## src/rtl/mux_n1_scan.sv

```systemverilog
// mux_n1_scan -- registered N:1 channel multiplexer with manual and scan modes.
//
// Picks one WIDTH-bit lane out of N packed input lanes and registers it.
// In manual mode the lane comes from SEL; in scan mode the lane rotates
// round-robin, dwelling DWELL unheld cycles on each channel.
//
// Ports:
//   CLK    in   1        rising-edge clock
//   RST    in   1        synchronous active-high reset
//   SEL    in   SELW     manual channel select (out-of-range values ignored)
//   MODE   in   1        0 = manual, 1 = scan
//   HOLD   in   1        scan only: freeze channel and dwell counter
//   IN     in   N*WIDTH  packed lanes, channel k = IN[k*WIDTH +: WIDTH]
//   OUT    out  WIDTH    registered data of the selected channel
//   CH     out  SELW     registered current channel index
//   CH_CHG out  1        one-cycle pulse in the cycle after CH changed
module mux_n1_scan #(
  parameter int N     = 4,
  parameter int WIDTH = 8,
  parameter int DWELL = 3,
  localparam int SELW = $clog2(N)
) (
  input  logic                 CLK,
  input  logic                 RST,
  input  logic [SELW-1:0]      SEL,
  input  logic                 MODE,
  input  logic                 HOLD,
  input  logic [N*WIDTH-1:0]   IN,
  output logic [WIDTH-1:0]     OUT,
  output logic [SELW-1:0]      CH,
  output logic                 CH_CHG
);

  localparam int CW = (DWELL > 1) ? $clog2(DWELL) : 1;

  // One extra bit so that N itself is representable for the range check.
  localparam logic [SELW:0]   NMAX     = (SELW+1)'(N);
  localparam logic [SELW-1:0] LAST_CH  = SELW'(N - 1);
  localparam logic [CW-1:0]   LAST_CNT = CW'(DWELL - 1);

  typedef enum logic {MANUAL, SCAN} state_t;

  state_t          state, state_nx;
  logic [CW-1:0]   cnt, cnt_nx;
  logic [SELW-1:0] ch_nx;
  logic [WIDTH-1:0] sel_data;

  always_comb begin
    state_nx = MODE ? SCAN : MANUAL;
    cnt_nx   = cnt;
    ch_nx    = CH;
    if (!MODE) begin
      // Manual rule also covers the SCAN->MANUAL edge.
      cnt_nx = '0;
      if ({1'b0, SEL} < NMAX) begin
        ch_nx = SEL;
      end
    end else if (state == MANUAL) begin
      // Entry edge into scan: restart the dwell on the current channel
      // so the first advance lands DWELL edges later.
      cnt_nx = '0;
    end else if (!HOLD) begin
      if (cnt == LAST_CNT) begin
        cnt_nx = '0;
        ch_nx  = (CH == LAST_CH) ? '0 : CH + 1'b1;
      end else begin
        cnt_nx = cnt + 1'b1;
      end
    end
    sel_data = IN[ch_nx*WIDTH +: WIDTH];
  end

  // Stage boundary: channel, data and change flag registered together.
  always_ff @(posedge CLK) begin
    if (RST) begin
      state  <= MANUAL;
      cnt    <= '0;
      CH     <= '0;
      OUT    <= '0;
      CH_CHG <= 1'b0;
    end else begin
      state  <= state_nx;
      cnt    <= cnt_nx;
      CH     <= ch_nx;
      OUT    <= sel_data;
      CH_CHG <= (ch_nx != CH);
    end
  end

endmodule

```

## config.mk

```make
export PLATFORM = sky130hd
export DESIGN_NAME = mux_n1_scan
export DESIGN_NICKNAME = d
export VERILOG_FILES = /design/src/rtl/mux_n1_scan.sv
export SDC_FILE = /design/constraint.sdc
export NUM_CORES = 1
export LEC_CHECK = 0
export CAP_MARGIN = 20
export CORE_MARGIN = 2
export CORE_UTILIZATION = 38
export CTS_BUF_LIST = sky130_fd_sc_hd__clkbuf_4 sky130_fd_sc_hd__clkbuf_8
export DETAILED_ROUTE_END_ITERATION = 16
export PLACE_DENSITY = 0.86
export SLEW_MARGIN = 20
export SYNTH_ARGS = -nofsm -noshare
export SYNTH_HDL_FRONTEND = slang
export SYNTH_SLANG_ARGS = --single-unit
```

## constraint.sdc

```tcl
create_clock -name CLK -period 4.3 [get_ports CLK]
set_clock_uncertainty 0.1 [all_clocks]
set_input_delay 1.075 -clock CLK [delete_from_list [all_inputs] [get_ports CLK]]
set_output_delay 1.075 -clock CLK [all_outputs]
set_load 0.02 [all_outputs]
```

# Word-level counts from Yosys, hierarchy flattened
# Cells that the tools add are included.
# W data, S select, Z words.
[totals] wordCells=21 inputBits=38 out_inout_bits=11 regBits=14
[op_classes] mux=7 n_eq_ne=3 n_reduce_logical=1 n_addsub=2 shift=1 n_bitwise=2
[op_table] operator="$shiftx A32 B6 Y8" count=1
[op_table] operator="$mux W2" count=6
[op_table] operator="$add A2 B1 Y2 const B" count=2
[op_table] operator="$eq A2 B2 Y1 const B" count=2
[op_table] operator="$reduce_or A3 Y1" count=1
[op_table] operator="$ne A2 B2 Y1" count=1
[op_table] operator="$not A1 Y1" count=2
[op_table] operator="$mux W1" count=1

# Depth between registers and ports, before layout
# Gate-level depths: netlist (run 1).
[logic_depth] depth_word=7 ltp_mapped=6 depth_no_buf=5

# Worst setup path before layout (run 1)
# No wires, ideal clock.
[synth_path] path_type="input port to flip-flop" startpoint="input port HOLD" endpoint="register OUT[0]" stages=5 slack_ps=1780 arrival_time_ps=2279 cell_sequence="and4bb_4 -> mux2i_4 -> buf_12 -> mux2i_1 -> o22ai_1"
[synth_via] elab_chain_cells=4
[synth_lines] element="start: declaration" line="27" source="input logic HOLD,"
[synth_lines] element="$mux W2" line="62" source="end else if (!HOLD) begin"
[synth_lines] element="$mux W2" line="58" source="end else if (state == MANUAL) begin"
[synth_lines] element="$mux W2" line="52" source="if (!MODE) begin"
[synth_lines] element="$shiftx A32 B6 Y8" line="70" source="sel_data = IN[ch_nx*WIDTH +: WIDTH];"
[synth_lines] element="end signal: assignment" line="85" source="OUT <= sel_data;"
[synth_lines] element="end: declaration" line="29" source="output logic [WIDTH-1:0] OUT,"
# Every way passes these cells.
# A chain may end at the register's enable or synchronous reset.

# Worst setup path in the final report (run 1)
[layout_path] startpoint="input port HOLD" endpoint="register OUT[2]"
# Same word-level chain as after synthesis.

==> impl_results.rst, run 1 <==
.. list-table::
   :header-rows: 1

   * - Metric
     - Value
   * - Run status
     - complete, no violations
   * - Area share of and/or/nand/nor cells after synthesis
     - between 10% and 20%
   * - Count of yosys warnings during synthesis
     - 0
   * - Required time of the critical path
     - between 4000 and 5000 ps
   * - Endpoint class of the critical path
     - flip-flop
   * - Final routed wirelength across all metal layers
     - 1696 um
   * - Proportion of register bits with asynchronous set or reset after synthesis
     - 0%
   * - Vias per cell
     - between 4 and 5
   * - Vias in the first global route
     - ~650
   * - Skew-Pair Late Insertion Delay
     - approximately 280 ps
   * - Max Freq
     - ~330 MHz
   * - Number of filler cells placed in the layout
     - 144
   * - Highest fanout seen on the critical path
     - 17
   * - Sum Neg Setup Slack
     - 0 ps
   * - Critical path cell sequence
     - clkdlybuf4s50_1, and4bb_4, mux2i_4, mux2i_1, o22ai_1
   * - Most frequent cell after synthesis
     - mux2i_1
   * - Pin count of the biggest net entering global routing
     - 18
   * - Ratio of final minimum period to clock period
     - a little over two thirds
   * - Family with the most delay on the worst path
     - multiplexers
   * - Core Region
     - about 1700 um^2
   * - Crit. Startpoint
     - HOLD
   * - Buffers added on ports
     - 48
   * - Area taken by multi-input logic gates
     - between 300 and 400 um^2
   * - Flop and latch count out of synthesis
     - 14
   * - Clock transition at the registers of the reported paths
     - around 90 ps
   * - Overall fraction of global-route tracks in use
     - around 16%
   * - Total number of nets in the final design
     - between 150 and 200
   * - CP Data Arrival Time
     - 3050 ps
   * - CTS Root Cell
     - clkbuf_4
   * - Worst Hold Margin
     - 371.9 ps
   * - Final std cell area, no fill
     - 1235 um^2
   * - Detailed Routing Iterations Pass 1
     - 2
   * - Sink Count
     - 14
   * - Clock Path Buffers
     - 2
   * - Wire length per cell
     - ~12 um
   * - Die outline height
     - between 40 and 50 um
   * - Cell taking the most area after synthesis
     - dfxtp_1
   * - Non-filler instance count after layout
     - 143
   * - Switching Share
     - between 20% and 30%
   * - Synthesized-area fraction occupied by adder cells
     - ~1.7%
   * - Actual slew at the worst max-slew pin
     - ~770 ps
   * - Count of mapped cells out of synthesis
     - just under 70
   * - Capture point of the critical path
     - OUT[2]$_SDFF_PP0_
   * - Number of gates on the worst path with buffers counted
     - 5
   * - Area growth from synthesis to layout
     - 72.25%
   * - Relative contribution of combinational cells to total power
     - between 30% and 40%
   * - DRC viols
     - 0
   * - Top cell type's share of synthesized area
     - 39.09%
   * - Number of instances resized during post-cts repair
     - 0
   * - EDFF count, synth
     - 0
   * - PD cells
     - about 280 nW/um^2
   * - Worst hold-check path type
     - reg2reg
   * - Category of the most critical setup path
     - in2reg
   * - XOR/XNOR Fraction of Synth Area
     - around 1.2%
   * - Via total after detailed routing
     - a little over 700
   * - Number of diodes
     - 0
   * - Number of buffers added to fix hold violations after cts
     - 0
   * - Minimum clock period after layout
     - between 3000 and 4000 ps
   * - Cell Int Power
     - 0.2563 mW
   * - Layout cells sized above 1
     - between 5 and 6%
   * - Worst stage delay on the critical path
     - between 600 and 700 ps
   * - Core utilization of the finished layout
     - 70.75%
   * - Sequential cell area
     - about 280 um^2
   * - Die Footprint
     - approximately 2300 um^2
   * - Cell area after synthesis
     - around 720 um^2
   * - Proportion of power drawn by flip-flops and latches
     - 41.7%
   * - Residual overflow from global routing
     - 0
   * - Reg2reg end
     - OUT[2]$_SDFF_PP0_
   * - Final Setup Violations
     - 0
   * - Endpoints failing hold
     - 0
   * - Largest voltage drop on the vdd net
     - 180.1 uV
   * - Synth Area in Compound Gates
     - about an eighth
   * - Count of final max-slew check failures
     - 0
   * - Worst relative slew slack
     - between 40% and 50%
   * - Cell with the largest stage delay on the worst path
     - mux2i_4
   * - Clock network fraction of design power
     - 27.1%
   * - Leading post-synthesis cells by instance count
     - mux2i_1 (19), dfxtp_1 (14), o22ai_1 (8)
   * - Maximum Capacitance Violations
     - 0
   * - Post-placement cell area
     - roughly 1200 um^2
   * - Count of cell types in the netlist
     - 19
   * - Static leakage
     - between 0.4 and 0.5 nW
   * - Iter 0 DRT Violations
     - 5
   * - Switching power of the nets
     - between 0.08 and 0.09 mW
   * - # rows
     - 15
   * - Seq/Total Area, Yosys
     - approximately two fifths
   * - Reg2Reg Depth
     - 5
   * - Clock H-tree levels
     - 1
   * - Net Count, Synth
     - roughly 110
   * - Final GP Congestion
     - around 0.83
   * - Antenna violations before repair
     - 0
   * - Setup repair after global routing missed its margin
     - false
   * - Final ANT Viol Nets
     - 0
   * - Fraction of synthesized area in multiplexers
     - ~30%
   * - Starting Density
     - between 40 and 50%
   * - Synthesized area divided by synthesized cell count
     - between 10 and 15 um^2
   * - Kind of start point of the critical path
     - input pin
   * - Num CTS Buffers
     - 3
   * - Post-CTS repair timing setup buffer count
     - 0
   * - Width of the chip
     - approximately 47 um
   * - I/O Pins
     - between 40 and 50
   * - Cell Count Post-Placement
     - roughly 140
   * - Dominant combinational cell family by area after synthesis
     - multiplexers
   * - Reg-to-reg setup timing slack
     - between 2000 and 2500 ps
   * - Wire length of the first global-routing pass
     - 2573 um
   * - Sum of buffers and inverters on the critical path
     - 1
   * - Clock tree from TritonCTS
     - built
   * - Critical R2R Launch
     - CH[0]$_SDFF_PP0_
   * - Detailed Place HPWL
     - 1393 um
   * - Top_reg_cell synth
     - dfxtp_1
   * - Largest cells by area after synthesis
     - dfxtp_1 (39%), mux2i_1 (27%), o22ai_1 (7.0%)
per-layer routing:
metal | up-vias | share of wire (%) | wire [um] | global-route usage (%)
met5 | - | 0 | 0 | 0
met4 | 0 | 0 | 0 | 5.000
met3 | 0 | 14 | 243 | 9.811
met2 | 38 | 48 | 814 | 27.57
met1 | 319 | 38 | 638 | 17.28
li1 | 353 | - | - | -
cells in the final DEF, fill, tap and decap left out:
| master | n |
|---|---|
| clkbuf_4 | 3 |
| mux2i_1 | 19 |
| nand3b_1 | 1 |
| a21oi_1 | 4 |
| a211o_1 | 1 |
| xor2_1 | 1 |
| mux2i_4 | 1 |
| nand2_1 | 3 |
| clkdlybuf4s50_1 | 48 |
| and4bb_4 | 1 |
| nor2_1 | 4 |
| o22ai_1 | 8 |
| inv_1 | 2 |
| a221oi_1 | 1 |
| ha_1 | 1 |
| clkbuf_8 | 1 |
| o21ai_0 | 1 |
| dfxtp_1 | 14 |
| nor2b_1 | 2 |
| nor3_1 | 2 |
worst min-delay path by stage:
stage / start / to / slack (ps) / cells after the start
3_3_place_gp: state$_SDFF_PP0_ / cnt[1]$_SDFFE_PP0N_ / 360 / 2
4_1_cts: state$_SDFF_PP0_ / cnt[0]$_SDFFE_PP0N_ / 370 / 2
3_5_place_dp: state$_SDFF_PP0_ / cnt[0]$_SDFFE_PP0N_ / 360 / 2
2_1_floorplan: state$_SDFF_PP0_ / cnt[1]$_SDFFE_PP0N_ / 340 / 2
6_report: state$_SDFF_PP0_ / cnt[0]$_SDFFE_PP0N_ / 370 / 2
5_1_grt: state$_SDFF_PP0_ / cnt[1]$_SDFFE_PP0N_ / 410 / 2
cells by family (layout without fill, tap and decap cells):
family / Yosys count / after routing
AO/OA/AOI/OAI: 15 / 15
adder cells (fa/ha/maj): 1 / 1
multiplexers: 20 / 20
flip-flops: 14 / 14
XOR/XNOR: 1 / 1
AND/OR/NAND/NOR: 13 / 13
buffers and inverters: 5 / 54
power groups by stage:
stage | registers [mW] | clock network [mW] | logic, mW
6_report | 0.144 | 0.0939 | 0.108
5_1_grt | 0.146 | 0.103 | 0.116
4_1_cts | 0.145 | 0.0958 | 0.109
3_3_place_gp | 0.147 | 0 | 0.107
2_1_floorplan | 0.160 | 0 | 0.0390
3_5_place_dp | 0.148 | 0 | 0.109
state kept, by name, summed over array words and instances, names as in the netlist:
| register | count |
|---|---|
| CH | 2 |
| CH_CHG | 1 |
| cnt | 2 |
| OUT | 8 |
| state | 1 |
worst register-to-register path: stages, from the launching register on:
cell and delay (ps):
dfxtp_1 370, ha_1 310, mux2i_1 140, mux2i_4 630
mux2i_1 300, o22ai_1 90
cell type report:
type,count,area share (%)
clock buffers,4,2.938
inverters,2,0.6079
flip-flops and latches,14,22.70
well taps,25,2.533
repair buffers,48,38.91
multi-input cells,50,32.32
metrics by stage:
stage                     worst slack, ps  power (mW)
after floorplan                      1780      0.1989
after global placement               1063      0.2541
after detailed placement            993.2      0.2562
after CTS                            1282      0.3495
after global routing                 1208      0.3640
final                                1295      0.3463
Note: power is estimated with default switching activity, not from simulation.
==> run 2, diff against run 1 <==
CORE_UTILIZATION = 32   (was 38)
PLACE_DENSITY = 0.77   (was 0.86)
clock period = 2.5 ns   (was 4.3 ns; I/O delays follow)
==> run 2 against run 1 <==
  * Sequential cell count unchanged
  * Sequential power rose by 73%
  * Die area grew 17%
  * Final area grew 3.1%
  * Count of clock-buffer cells in the layout unchanged
==> impl_results.rst, run 2 (same netlist as run 1, synthesis figures left out) <==
.. list-table::
   :header-rows: 1

   * - Metric
     - Value
   * - Switching power of the nets
     - 0.1574 mW (+75%)
   * - Detailed Place HPWL
     - 1556 um (+12%)
   * - Endpoint class of the critical path
     - flip-flop
   * - Num CTS Buffers
     - 3 (unchanged)
   * - Sink Count
     - 14 (unchanged)
   * - Number of diodes
     - 0 (unchanged)
   * - Iter 0 DRT Violations
     - 4 (-1)
   * - PD cells
     - 474.6 nW/um^2 (+69%)
   * - Via total after detailed routing
     - 730 (+2.8%)
   * - Die Footprint
     - 2635 um^2 (+17%)
   * - Post-placement cell area
     - 1237 um^2 (+3.2%)
   * - DRC viols
     - 0 (unchanged)
   * - # rows
     - 17 (+2)
   * - Wire length per cell
     - 12.68 um (+6.9%)
   * - Largest Register
     - OUT
   * - Worst hold-check path type
     - reg2reg
   * - Power Total
     - 0.6045 mW (+75%)
   * - Count of final max-slew check failures
     - 0 (unchanged)
   * - CTS Root Cell
     - clkbuf_4
   * - Commonest cells after routing, fill and taps aside
     - clkdlybuf4s50_1 (48), mux2i_1 (19), dfxtp_1 (14)
   * - Switching Share
     - 26.04% (+0.067 points)
   * - Wire length of the first global-routing pass
     - 3049 um (+18%)
   * - Clock tree from TritonCTS
     - built
   * - Final std cell area, no fill
     - 1274 um^2 (+3.1%)
   * - Clock network fraction of design power
     - 26.9% (-0.2 points)
   * - Setup repair after global routing missed its margin
     - false
   * - Cell Int Power
     - 0.4471 mW (+74%)
   * - Residual overflow from global routing
     - 0 (unchanged)
   * - Final ANT Viol Nets
     - 0 (unchanged)
   * - Ratio of final minimum period to clock period
     - roughly 87%
   * - Die outline height
     - 51.34 um (+8.2%)
   * - Maximum Capacitance Violations
     - 0 (unchanged)
   * - Highest fanout seen on the critical path
     - 17 (unchanged)
   * - Static leakage
     - 0.4942 nW (+3.9%)
   * - Pin count of the biggest net entering global routing
     - 18 (unchanged)
   * - Buffers added on ports
     - 48 (unchanged)
   * - Sum Neg Setup Slack
     - 0 ps (unchanged)
   * - Layout cells sized above 1
     - 7.438% (+2.4 points)
   * - Width of the chip
     - 51.34 um (+8.2%)
   * - Clock H-tree levels
     - 1 (unchanged)
   * - Area growth from synthesis to layout
     - 77.66%
   * - Actual slew at the worst max-slew pin
     - 622.7 ps (-149.8 ps)
   * - Starting Density
     - 33.04% (-8.0 points)
   * - Detailed Routing Iterations Pass 1
     - 2 (unchanged)
   * - Proportion of power drawn by flip-flops and latches
     - 41.2% (-0.5 points)
   * - Total number of nets in the final design
     - 161 (+1.9%)
   * - I/O Pins
     - 49 (unchanged)
   * - Worst relative slew slack
     - 58.49% (+11 points)
   * - Clock transition at the registers of the reported paths
     - 80 ps (about the same)
   * - Post-CTS repair timing setup buffer count
     - 0 (unchanged)
   * - Minimum clock period after layout
     - ~2200 ps
   * - Final GP Congestion
     - 0.7670 (-7.2%)
   * - Number of buffers added to fix hold violations after cts
     - 0 (unchanged)
   * - Skew-Pair Late Insertion Delay
     - 280 ps (about the same)
   * - Endpoints failing hold
     - 0 (unchanged)
   * - Clock Path Buffers
     - 2 (unchanged)
   * - Relative contribution of combinational cells to total power
     - 31.9% (+0.7 points)
   * - Kind of start point of the critical path
     - input pin
   * - Max Freq
     - about 460 MHz
   * - Required time of the critical path
     - 2540 ps (-1800 ps)
   * - Worst stage delay on the critical path
     - 420 ps (-260 ps)
   * - Number of flip-flops under the largest register name
     - 8 (unchanged)
   * - Run status
     - complete, no violations
   * - Leading cell type in the layout, fill and taps excluded
     - clkdlybuf4s50_1
   * - Number of instances resized during post-cts repair
     - 0 (unchanged)
   * - CP Data Arrival Time
     - 2210 ps (-840 ps)
   * - Critical path cell sequence
     - clkdlybuf4s50_1, and4bb_4, mux2i_4, buf_12, mux2i_1, o22ai_1
   * - Registers with the most flip-flops
     - OUT (8), CH (2), cnt (2)
   * - Vias per cell
     - 4.899 (-1.3%)
   * - Vias in the first global route
     - 735 (+13%)
   * - Category of the most critical setup path
     - in2reg
   * - Core Region
     - 2170 um^2 (+24%)
   * - Antenna violations before repair
     - 0 (unchanged)
   * - Final Setup Violations
     - 0 (unchanged)
   * - Overall fraction of global-route tracks in use
     - 15.64% (-0.80 points)
   * - Cell with the largest stage delay on the worst path
     - clkdlybuf4s50_1
   * - Final routed wirelength across all metal layers
     - 1889 um (+11%)
   * - Largest voltage drop on the vdd net
     - 203.1 uV (+13%)
==> run 2: worst paths after layout <==
| check | startpoint | to | slack [ps] | depth (start not counted) |
|---|---|---|---|---|
| worst max-delay path | HOLD | OUT[7]$_SDFF_PP0_ | 330 | 6 |
| worst min-delay path | state$_SDFF_PP0_ | cnt[0]$_SDFFE_PP0N_ | 370 | 2 |
| worst max register to register | CH[0]$_SDFF_PP0_ | OUT[7]$_SDFF_PP0_ | 640 | 6 |
| worst min register to register | state$_SDFF_PP0_ | cnt[0]$_SDFFE_PP0N_ | 370 | 2 |
==> run 2: worst max-delay path: cells and delay by family <==
| kind | cells | cell delay [ps] |
|---|---|---|
| buffers and inverters | 2 | 610 |
| muxes | 2 | 480 |
| AOI/OAI and AO/OA | 1 | 100 |
| and+or+nand+nor | 1 | 380 |
==> run 2: final cells by class <==
class	count	area [um^2]
Fill cell	214	895.9
Multi-Input combinational cell	50	399.1
Inverter	2	7.507
Timing Repair Buffer	51	515.5
Clock buffer	4	36.28
Sequential cell	14	280.3
Tap cell	28	35.03
==> run 2: metrics by stage <==
stage	utilization (%)	worst slack, ps	std cells	hold WS [ps]
CTS	58.71	326.7	149	372.8
global placement	57.04	72.07	145	351.3
global route	58.71	219.4	149	414.1
floorplan	-	430.0	69	336.0
finish	58.71	328.3	149	369.6
detailed placement	57.04	30.36	145	361.0
==> run 2: layer usage <==
| metal | global-route usage (%) | part of all wire (%) | vias to the layer above |
|---|---|---|---|
| li1 | - | - | 362 |
| met1 | 17.81 | 40 | 343 |
| met2 | 28.57 | 54 | 23 |
| met3 | 2.632 | 5.7 | 2 |
| met4 | 6.579 | 0.32 | 0 |
| met5 | 0 | 0 | - |
==> run 2: power by group through the flow <==
stage | registers (mW) | clock network [mW] | logic [mW]
6_report | 0.249 | 0.163 | 0.193
5_1_grt | 0.252 | 0.176 | 0.206
4_1_cts | 0.249 | 0.167 | 0.194
3_5_place_dp | 0.254 | 0 | 0.194
3_3_place_gp | 0.254 | 0 | 0.190
2_1_floorplan | 0.275 | 0 | 0.0670
==> run 3, diff against run 2 <==
--- a/config.mk
+++ b/config.mk
@@ -7,5 +7,4 @@
 export LEC_CHECK = 0
 export CAP_MARGIN = 20
-export CORE_MARGIN = 2
 export CORE_UTILIZATION = 32
 export CTS_BUF_LIST = sky130_fd_sc_hd__clkbuf_4 sky130_fd_sc_hd__clkbuf_8
==> constraint.sdc (replaced) <==
create_clock -name CLK -period 2.5 [get_ports CLK]
set_clock_uncertainty 0.1 [all_clocks]
set_input_delay 0.625 -clock CLK [delete_from_list [all_inputs] [get_ports CLK]]
set_output_delay 0.625 -clock CLK [all_outputs]
set_load 0.01 [all_outputs]
==> run 3 against run 2 <==
  * Power fell by 9.1%
  * Wire length is 6.2% lower
  * First-iteration DRC count grew 130%
  * Maximum frequency is 0.79% lower
  * Critical path type unchanged
==> impl_results.rst, run 3 (same netlist as run 1, synthesis figures left out) <==
.. list-table::
   :header-rows: 1

   * - Metric
     - Value
   * - Run status
     - complete, no violations
   * - Die Footprint
     - 2434 um^2 (-7.6%)
   * - Detailed Routing Iterations Pass 1
     - 4 (+2)
   * - Static leakage
     - 0.4870 nW (-1.5%)
   * - Relative contribution of combinational cells to total power
     - 32.6% (+0.7 points)
   * - Max Freq
     - 456.8 MHz (-0.79%)
   * - Residual overflow from global routing
     - 0 (unchanged)
   * - Highest fanout seen on the critical path
     - 8 (-9)
   * - Registers with the most flip-flops
     - OUT (8), CH (2), cnt (2)
   * - Starting Density
     - 35.11% (+2.1 points)
   * - Core utilization of the finished layout
     - 61.64% (+2.9 points)
   * - Clock network fraction of design power
     - 22.1% (-4.8 points)
   * - Cell with the largest stage delay on the worst path
     - a21oi_1
   * - Setup repair after global routing missed its margin
     - false
   * - Number of flip-flops under the largest register name
     - 8 (unchanged)
   * - Critical path cell sequence
     - clkdlybuf4s50_1, and4bb_4, mux2i_1, a21oi_1, o22ai_1
   * - Detailed Place HPWL
     - 1471 um (-5.4%)
   * - Number of diodes
     - 0 (unchanged)
   * - Number of instances resized during post-cts repair
     - 0 (unchanged)
   * - Required time of the critical path
     - 2530 ps (about the same)
   * - Width of the chip
     - 49.34 um (-3.9%)
   * - Actual slew at the worst max-slew pin
     - 625.3 ps (+2.655 ps)
   * - Iter 0 DRT Violations
     - 9 (+5)
   * - Final Setup Violations
     - 0 (unchanged)
   * - Ratio of final minimum period to clock period
     - 87.56% (+0.69 points)
   * - Largest voltage drop on the vdd net
     - 271.4 uV (+34%)
   * - Worst hold-check path type
     - reg2reg
   * - Vias in the first global route
     - 703 (-4.4%)
   * - Total number of nets in the final design
     - 161 (unchanged)
   * - Met3 routed wirelength
     - 124 um (+16%)
   * - Count of final max-slew check failures
     - 0 (unchanged)
   * - Cell Int Power
     - 0.4140 mW (-7.4%)
   * - Proportion of power drawn by flip-flops and latches
     - 45.3% (+4.1 points)
   * - Setup slack after layout
     - 310.9 ps (-17.37 ps)
   * - Pin count of the biggest net entering global routing
     - 18 (unchanged)
   * - PD cells
     - 436.5 nW/um^2 (-8.0%)
   * - Final GP Congestion
     - 0.8074 (+5.3%)
   * - Critical R2R Launch
     - CH[0]$_SDFF_PP0_
   * - Final routed wirelength across all metal layers
     - 1772 um (-6.2%)
   * - Post-CTS repair timing setup buffer count
     - 0 (unchanged)
   * - M1 wire length
     - 708 um (-7.2%)
   * - Worst stage delay on the critical path
     - 510 ps (+90 ps)
   * - DRC viols
     - 0 (unchanged)
   * - Sum Neg Setup Slack
     - 0 ps (unchanged)
   * - Reg-to-reg setup timing slack
     - 650 ps (about the same)
   * - Switching power of the nets
     - 0.1354 mW (-14%)
   * - Clock Path Buffers
     - 2 (unchanged)
   * - I/O Pins
     - 49 (unchanged)
   * - Clock tree from TritonCTS
     - built
   * - DR top layer
     - met3
   * - Met2 Routed Length
     - 940 um (-7.0%)
   * - Die outline height
     - 49.34 um (-3.9%)
   * - CP Data Arrival Time
     - 2220 ps (about the same)
   * - Number of buffers added to fix hold violations after cts
     - 0 (unchanged)
   * - Via total after detailed routing
     - 713 (-2.3%)
   * - # rows
     - 16 (-1)
   * - Worst relative slew slack
     - 58.31% (-0.18 points)
   * - Wire length of the first global-routing pass
     - 2794 um (-8.4%)
   * - Largest Register
     - OUT
   * - Category of the most critical setup path
     - in2reg
   * - Final ANT Viol Nets
     - 0 (unchanged)
   * - Capture point of the critical path
     - OUT[5]$_SDFF_PP0_
   * - Reg2reg end
     - OUT[4]$_SDFF_PP0_
   * - Minimum clock period after layout
     - 2189 ps (+17.37 ps)
   * - Dpl ws
     - 26.74 ps (-3.624 ps)
   * - Reg2Reg Depth
     - 6 (unchanged)
   * - Area growth from synthesis to layout
     - 75.57%
   * - Crit. Startpoint
     - HOLD
   * - Num CTS Buffers
     - 3 (unchanged)
   * - CTS Root Cell
     - clkbuf_4
   * - Sink Count
     - 14 (unchanged)
   * - Endpoints failing hold
     - 0 (unchanged)
   * - Kind of start point of the critical path
     - input pin
   * - Clock H-tree levels
     - 1 (unchanged)
   * - Layout cells sized above 1
     - 6.667% (-0.77 points)
   * - Commonest cells after routing, fill and taps aside
     - clkdlybuf4s50_1 (48), mux2i_1 (19), dfxtp_1 (14)
   * - Skew-Pair Late Insertion Delay
     - 270 ps (about the same)
   * - Switching Share
     - 24.64% (-1.4 points)
   * - Overall fraction of global-route tracks in use
     - 14.98% (-0.66 points)
   * - Core Region
     - 2042 um^2 (-5.9%)
   * - Wire length per cell
     - 12.05 um (-4.9%)
   * - Antenna violations before repair
     - 0 (unchanged)
   * - Clock transition at the registers of the reported paths
     - 80 ps (about the same)
   * - Endpoint class of the critical path
     - flip-flop
   * - Leading cell type in the layout, fill and taps excluded
     - clkdlybuf4s50_1
   * - Buffers added on ports
     - 48 (unchanged)
   * - Vias per cell
     - 4.850 (-1.0%)
   * - Maximum Capacitance Violations
     - 0 (unchanged)
[run 3: power groups by stage]
stage	registers (mW)	logic (mW)	clock network [mW]
detailed placement	0.254	0.180	0
CTS	0.249	0.181	0.125
global route	0.251	0.192	0.136
finish	0.249	0.179	0.121
floorplan	0.262	0.0670	0
global placement	0.254	0.177	0
[run 3: cell type report]
class                   instances  area, um^2
flip-flops and latches         14       280.3
inverters                       2       7.507
fillers                       186       783.3
clock buffers                   3       22.52
multi-input cells              50       399.1
well taps                      27       33.78
repair buffers                 51       515.5
[run 3: worst max-delay path, delay by kind of cell]
| kind | cells | cell delay, ps |
|---|---|---|
| AO/OA/AOI/OAI | 2 | 690 |
| buffers and inverters | 1 | 420 |
| AND/OR/NAND/NOR | 1 | 380 |
| multiplexers | 1 | 100 |
[run 3: metrics by stage]
step / area (um^2) / power, mW / hold WS, ps / std cells
6_report: 1259 / 0.5494 / 358.4 / 147
5_1_grt: 1259 / 0.5794 / 380.3 / 147
4_1_cts: 1259 / 0.5549 / 362.3 / 147
3_5_place_dp: 1236 / 0.4347 / 352.1 / 144
3_3_place_gp: 1236 / 0.4310 / 354.0 / 144
2_1_floorplan: 716.9 / 0.3291 / 336.0 / 69
[run 3: how the worst min path moves through the flow]
stage                     startpoint                   to  slack (ps)  depth (start not counted)
CTS                 state$_SDFF_PP0_  cnt[1]$_SDFFE_PP0N_         360                          2
detailed placement  state$_SDFF_PP0_  cnt[1]$_SDFFE_PP0N_         350                          2
floorplan           state$_SDFF_PP0_  cnt[1]$_SDFFE_PP0N_         340                          2
global route        state$_SDFF_PP0_  cnt[1]$_SDFFE_PP0N_         380                          2
global placement    state$_SDFF_PP0_  cnt[1]$_SDFFE_PP0N_         350                          2
finish              state$_SDFF_PP0_  cnt[1]$_SDFFE_PP0N_         360                          2
[run 3: metal layers]
metal  track usage, %  vias up
li1                 -      360
met1            15.47      319
met2            28.77       34
met3            4.984        0
met4            2.941        0
met5                0        -
